$ cat config.mk
export PLATFORM = sky130hd
export DESIGN_NAME = fft_stage3_seq
export DESIGN_NICKNAME = d
export VERILOG_FILES = /design/src/rtl/fft_pkg.sv /design/src/rtl/fft_bf2_mj.sv /design/src/rtl/fft_stage3_seq.sv
export SDC_FILE = /design/constraint.sdc
export NUM_CORES = 1
export LEC_CHECK = 0
export ABC_AREA = 1
export CAP_MARGIN = 20
export CORE_AREA = 2 2 402 404
export DETAILED_ROUTE_END_ITERATION = 16
export DIE_AREA = 0 0 404 406
export GPL_TIMING_DRIVEN = 0
export HOLD_SLACK_MARGIN = 0.06
export MAX_ROUTING_LAYER = met4
export PLACE_DENSITY = 0.51
export SLEW_MARGIN = 10
export SYNTH_ARGS = -nofsm -noshare
export SYNTH_HDL_FRONTEND = slang
export SYNTH_SLANG_ARGS = --single-unit
$ cat constraint.sdc
create_clock -name clk -period 2.88 [get_ports clk]
set_clock_uncertainty 0.15 [all_clocks]
set_input_delay 0.72 -clock clk [delete_from_list [all_inputs] [get_ports clk]]
set_output_delay 0.72 -clock clk [all_outputs]
set_load 0.05 [all_outputs]
$ cat src/rtl/fft_pkg.sv
// Shared FFT definitions: default component width, point count, Q1.14 twiddles
// and helpers that convert between a packed {re,im} word and its components.
package fft_pkg;

    localparam int DEF_DATA_W = 16;
    localparam int N_POINT    = 16;
    localparam int TW_W       = 16;

    // W_k = exp(-j*2*pi*k/16) in Q1.14
    localparam logic signed [TW_W-1:0] W0_RE = 16'sh4000, W0_IM = 16'sh0000;
    localparam logic signed [TW_W-1:0] W1_RE = 16'sh3B21, W1_IM = 16'shE782;
    localparam logic signed [TW_W-1:0] W2_RE = 16'sh2D41, W2_IM = 16'shD2BF;
    localparam logic signed [TW_W-1:0] W3_RE = 16'sh187E, W3_IM = 16'shC4DF;
    localparam logic signed [TW_W-1:0] W4_RE = 16'sh0000, W4_IM = 16'shC000;
    localparam logic signed [TW_W-1:0] W5_RE = 16'shE782, W5_IM = 16'shC4DF;
    localparam logic signed [TW_W-1:0] W6_RE = 16'shD2BF, W6_IM = 16'shD2BF;
    localparam logic signed [TW_W-1:0] W7_RE = 16'shC4DF, W7_IM = 16'shE782;

    typedef struct packed {
        logic signed [DEF_DATA_W-1:0] re;
        logic signed [DEF_DATA_W-1:0] im;
    } cplx_t;

    typedef enum logic [1:0] {
        ST_IDLE = 2'd0,
        ST_CALC = 2'd1,
        ST_OUT  = 2'd2
    } state_t;

    function automatic cplx_t unpack_word(input logic [2*DEF_DATA_W-1:0] w);
        cplx_t c;
        c.re = w[2*DEF_DATA_W-1:DEF_DATA_W];
        c.im = w[DEF_DATA_W-1:0];
        return c;
    endfunction

    function automatic logic [2*DEF_DATA_W-1:0] pack_word(input cplx_t c);
        return {c.re, c.im};
    endfunction

endpackage

$ cat src/rtl/fft_bf2_mj.sv
// Combinational radix-2 DIF butterfly; the difference leg is either passed
// through (x1) or rotated by -j, so no multiplier is needed.
module fft_bf2_mj #(
    parameter int DATA_W = 16
) (
    input  logic                rot_mj,
    input  logic [2*DATA_W-1:0] x,
    input  logic [2*DATA_W-1:0] y,
    output logic [2*DATA_W-1:0] top,
    output logic [2*DATA_W-1:0] bot
);

    logic [DATA_W-1:0] xr, xi, yr, yi;
    logic [DATA_W-1:0] sr, si, dr, di, ndr;

    assign xr  = x[2*DATA_W-1:DATA_W];
    assign xi  = x[DATA_W-1:0];
    assign yr  = y[2*DATA_W-1:DATA_W];
    assign yi  = y[DATA_W-1:0];

    assign sr  = xr + yr;
    assign si  = xi + yi;
    assign dr  = xr - yr;
    assign di  = xi - yi;
    assign ndr = yr - xr;

    assign top = {sr, si};
    // (dr + j*di) * (-j) = di - j*dr
    assign bot = rot_mj ? {di, ndr} : {dr, di};

endmodule

$ cat src/rtl/fft_stage3_seq.sv
// Stage 3 of the 16-point radix-2 DIF FFT: capture a frame, run the eight
// span-2 butterflies in place over 8/BF_PER_CYC cycles, then hand it on.
module fft_stage3_seq
    import fft_pkg::*;
#(
    parameter int DATA_W     = DEF_DATA_W,
    parameter int BF_PER_CYC = 2
) (
    input  logic                          clk,
    input  logic                          rst_n,
    input  logic                          in_valid,
    output logic                          in_ready,
    input  logic [N_POINT*2*DATA_W-1:0]   in_frame,
    output logic                          out_valid,
    input  logic                          out_ready,
    output logic [N_POINT*2*DATA_W-1:0]   out_frame,
    output logic                          busy
);

    localparam int WORD_W   = 2 * DATA_W;
    localparam int CALC_CYC = 8 / BF_PER_CYC;
    localparam logic [2:0] CNT_LAST = 3'(CALC_CYC - 1);

    state_t state_q, state_d;
    logic [2:0] cnt_q;
    logic       calc_last;
    logic       out_valid_q;
    logic [N_POINT-1:0][WORD_W-1:0] fbuf_q, fbuf_d;

    logic [BF_PER_CYC-1:0][3:0]        top_idx, bot_idx;
    logic [BF_PER_CYC-1:0]             rot;
    logic [BF_PER_CYC-1:0][WORD_W-1:0] bf_x, bf_y, bf_top, bf_bot;

    assign calc_last = (cnt_q == CNT_LAST);

    // Lane i handles butterfly b = cnt*BF_PER_CYC + i: top = 4g+j, bot = top+2
    for (genvar i = 0; i < BF_PER_CYC; i++) begin : g_bf
        logic [2:0] b;
        assign b          = 3'(32'(cnt_q) * BF_PER_CYC + i);
        assign top_idx[i] = {b[2:1], 1'b0, b[0]};
        assign bot_idx[i] = {b[2:1], 1'b1, b[0]};
        assign rot[i]     = b[0];
        assign bf_x[i]    = fbuf_q[top_idx[i]];
        assign bf_y[i]    = fbuf_q[bot_idx[i]];

        fft_bf2_mj #(.DATA_W(DATA_W)) u_bf (
            .rot_mj (rot[i]),
            .x      (bf_x[i]),
            .y      (bf_y[i]),
            .top    (bf_top[i]),
            .bot    (bf_bot[i])
        );
    end

    always_ff @(posedge clk or negedge rst_n) begin
        if (!rst_n) state_q <= ST_IDLE;
        else        state_q <= state_d;
    end

    always_comb begin
        state_d  = state_q;
        in_ready = 1'b0;
        busy     = 1'b0;
        case (state_q)
            ST_IDLE: begin
                in_ready = 1'b1;
                if (in_valid) state_d = ST_CALC;
            end
            ST_CALC: begin
                busy = 1'b1;
                if (calc_last) state_d = ST_OUT;
            end
            ST_OUT: begin
                busy = 1'b1;
                if (out_ready) state_d = ST_IDLE;
            end
            default: state_d = ST_IDLE;
        endcase
    end

    always_comb begin
        fbuf_d = fbuf_q;
        if (state_q == ST_IDLE && in_valid) begin
            fbuf_d = in_frame;
        end else if (state_q == ST_CALC) begin
            for (int i = 0; i < BF_PER_CYC; i++) begin
                fbuf_d[top_idx[i]] = bf_top[i];
                fbuf_d[bot_idx[i]] = bf_bot[i];
            end
        end
    end

    always_ff @(posedge clk or negedge rst_n) begin
        if (!rst_n) begin
            cnt_q       <= '0;
            fbuf_q      <= '0;
            out_valid_q <= 1'b0;
        end else begin
            fbuf_q <= fbuf_d;
            case (state_q)
                ST_IDLE: if (in_valid) cnt_q <= '0;
                ST_CALC: begin
                    cnt_q <= cnt_q + 3'd1;
                    if (calc_last) out_valid_q <= 1'b1;
                end
                ST_OUT:  if (out_ready) out_valid_q <= 1'b0;
                default: ;
            endcase
        end
    end

    // The bank is frozen outside IDLE/CALC, so it doubles as the output register
    assign out_frame = fbuf_q;
    assign out_valid = out_valid_q;

endmodule

==> run summary <==
area growth from synthesis to layout -> 77.8%
#FFs+latches synth -> 518
Overall Global Routing Usage -> 36.7%
total number of vias -> 44,900
Synth Area in Simple Gates -> 28.0%
Synth cell types -> 31
pre-CTS setup slack -> -2.23 ns
clock tree buffer depth -> 3
PortBufs -> 1,030
final WL -> 307 mm
Skew-Pair Late Insertion Delay -> 0.70 ns
total of max-cap violations -> 0
Seq/Total Area, Yosys -> 37.4%
mapped cell area -> 34,700 um^2
CP Buf/Inv Count -> 10
cells after synthesis -> 4,900
initial antenna violation count -> 30
Final min period -> 3.52 ns
initial DRC count -> 5,018
Routed WL per cell -> 36.0 um
Critical Path Fanout Max -> 6
YS warnings -> 0
worst hold-check path type -> flip-flop to flip-flop
number of global-route vias before repair -> 42,600
cts bufs inserted -> 69
CP top delay family -> buffers and inverters
first-pass GRT wire length -> 391 mm
Boundary Pins -> 1,031
mux cell area share after synthesis -> 0%
most numerous cell on the critical path -> buf_12
worst stage delay on the critical path -> 0.42 ns
clock slew at reported path FFs -> 0.07 ns
final core occ -> 38.6%
die height -> 406 um
post-DR vias/cell -> 5.27
final setup violation count -> 666
largest net degree at the start of global routing -> 99
status -> complete, but fails checks
unrepaired setup endpoints after global routing -> true
Final GP Congestion -> 1.00
period utilization -> 122%
CTS HTree Levels -> 3
largest family of logic cells by synthesized area -> simple AND/OR/NAND/NOR gates
Pins Over Slew Limit -> 0
Std-Cell Rows -> 147
relative slew slack -> 18.0%
CP max stage cell -> dfrtp_1
Final Hold Vio Count -> 0
Synth Net Count -> 5,552
DRT antenna net count -> 0
Clk Tree Root Cell -> clkbuf_16
Slew @ Worst Pin -> 1.23 ns
layout cells sized above 1 -> 26.0%
critical path capture point type -> flip-flop
startpoint types -> flip-flop
dpl hpwl -> 237 mm
post-synthesis adder-cell area fraction -> 5.08%
clock sink count -> 518
crit path kind -> flip-flop to flip-flop
Final nets -> 7,014
failing checks -> negative setup slack
WP data arrival -> 3.98 ns
WP data required -> 3.34 ns
syn_area_per_cell -> 7.08 um^2
drt drc -> 0
final worst slack -> -0.639 ns
Initial Utilization -> 21.7%
CP cell instances -> buf_12 -> buf_12 -> buf_16 -> buf_16 -> buf_4 -> buf_4 -> nor2_1 -> inv_1 -> a32oi_4 -> inv_2 -> ha_4 -> clkinvlp_4 -> a21oi_2 -> nand2_2 -> a21oi_4 -> buf_12 -> nand2_2 -> nand2_4 -> nand3_2 -> nand2_1
xor/xnor share of the synthesized area -> 1.19%
full die area -> 164,000 um^2
DR pass1 iterations -> 7
Synth Area in Compound Gates -> 16.9%
chip width -> 404 um
total gr overflow -> 0
CTS tree -> done
Max Clock Freq -> 284 MHz
core region area -> 160,000 um^2
## per-stage QoR
stage          hold slack (ns)  area [um^2]  setup TNS, ns  cells
2_1_floorplan            0.274        34700         -0.161   4900
5_1_grt                  0.394        61700        -271.34   8518
6_report                 0.371        61700        -231.26   8520
4_1_cts                  0.344        57500        -222.35   8343
3_5_place_dp             0.354        48000        -779.87   8032
3_3_place_gp             0.349        47700              -   8016
## logic make-up (layout without fill, tap and decap cells)
| family | after synthesis | after routing |
|---|---|---|
| and+or+nand+nor | 2371 | 2371 |
| AOI/OAI and AO/OA | 859 | 859 |
| adders and majority gates | 136 | 136 |
| DFF | 518 | 518 |
| xor gates and xnor gates | 47 | 47 |
| buffers and inverters | 969 | 2480 |
| other | 0 | 23 |
## cell usage after synthesis (all sizes together)
cell	number	area, um^2
a22o	207	1810
a32oi	60	526
dfrtp	518	13000
nand3	504	2520
inv	697	2620
xnor2	4	35.0
nor3	14	70.1
o21ai	202	1010
buf	192	1070
and2	16	100
o221ai	9	78.8
fa	8	160
clkbuf	80	300
nand2	1540	5810
a21oi	137	686
ha	128	1600
o22ai	62	388
nand4	16	100
o21bai	60	450
o211ai	122	916
nand3b	4	30.0
xor2	43	377
nor2	277	1070
## flip-flops by register name, summed over array words and instances (netlist names)
signal,cells
out_valid,1
state_q,2
cnt_q,3
out_frame,512
## cells in the final DEF, fill, tap and decap left out, types with 21 or more instances in the layout
cell type / instances
o21bai_1: 57
nor2_1: 185
o22ai_2: 45
inv_1: 575
clkbuf_1: 39
buf_6: 72
clkdlybuf4s50_1: 1029
a21oi_4: 41
inv_2: 91
clkbuf_16: 82
ha_4: 45
o21ai_0: 174
nand2_2: 157
buf_8: 32
a32oi_4: 38
a22o_1: 207
nor2_4: 51
buf_16: 46
diode_2: 23
o211ai_1: 122
dfrtp_1: 518
a21oi_1: 67
a21oi_2: 29
buf_2: 69
nand3_1: 390
a32oi_2: 21
nor2_2: 41
nand2_4: 133
buf_4: 265
buf_12: 62
nand3_2: 87
clkbuf_2: 32
ha_1: 75
nand3_4: 27
nand2_1: 1230
## layout make-up
cell class	instances	area, um^2
Fill cell	16600	98000
Antenna cell	23	57.6
Multi-Input combinational cell	3413	23900
Timing Repair Buffer	1394	14400
Tap cell	2086	2610
Clock buffer	91	1900
Sequential cell	518	13000
Buffer	269	2750
Clock inverter	29	364
Inverter	697	2730
## worst min-delay path, delay by kind of cell, from the launching register on
family           cells  cell delay (ns)
DFF                  1             0.36
and+or+nand+nor      2             0.13
## path summary, 6_finish.rpt
path | start | end | slack (ns) | depth (start not counted)
max | cnt_q[0] | out_frame[431] | -0.64 | 20
min | out_frame[165] | out_frame[165] | 0.37 | 2
max reg2reg | cnt_q[0] | out_frame[431] | -0.64 | 20
min reg2reg | out_frame[165] | out_frame[165] | 0.37 | 2
max in group asynchronous | rst_n | out_frame[228] | 0.84 | 4
min in group asynchronous | rst_n | out_frame[346] | 0.38 | 2
## metal layers
layer / up-vias / global-route usage (%) / part of all wire [%]
met5: - / - / 0
met4: 0 / 18.2 / 6.2
met3: 638 / 7.07 / 8.6
met2: 2833 / 56.2 / 44
met1: 22500 / 46.3 / 41
li1: 19000 / - / -
## repair_timing
action / 4_1_cts / 5_1_grt
cloned: 17 / 4
endpoints found under the setup margin: 745 / 698
pin swaps: 186 / 280
gates resized for setup: 1143 / 686
hold buffers: 1 / 0
hold endpoints to repair: 33 / 0
setup buffers: 174 / 156
Power is left out: the tool's default activity adds up to more than one toggle a clock period on the data nets, which glitch-free logic cannot reach.
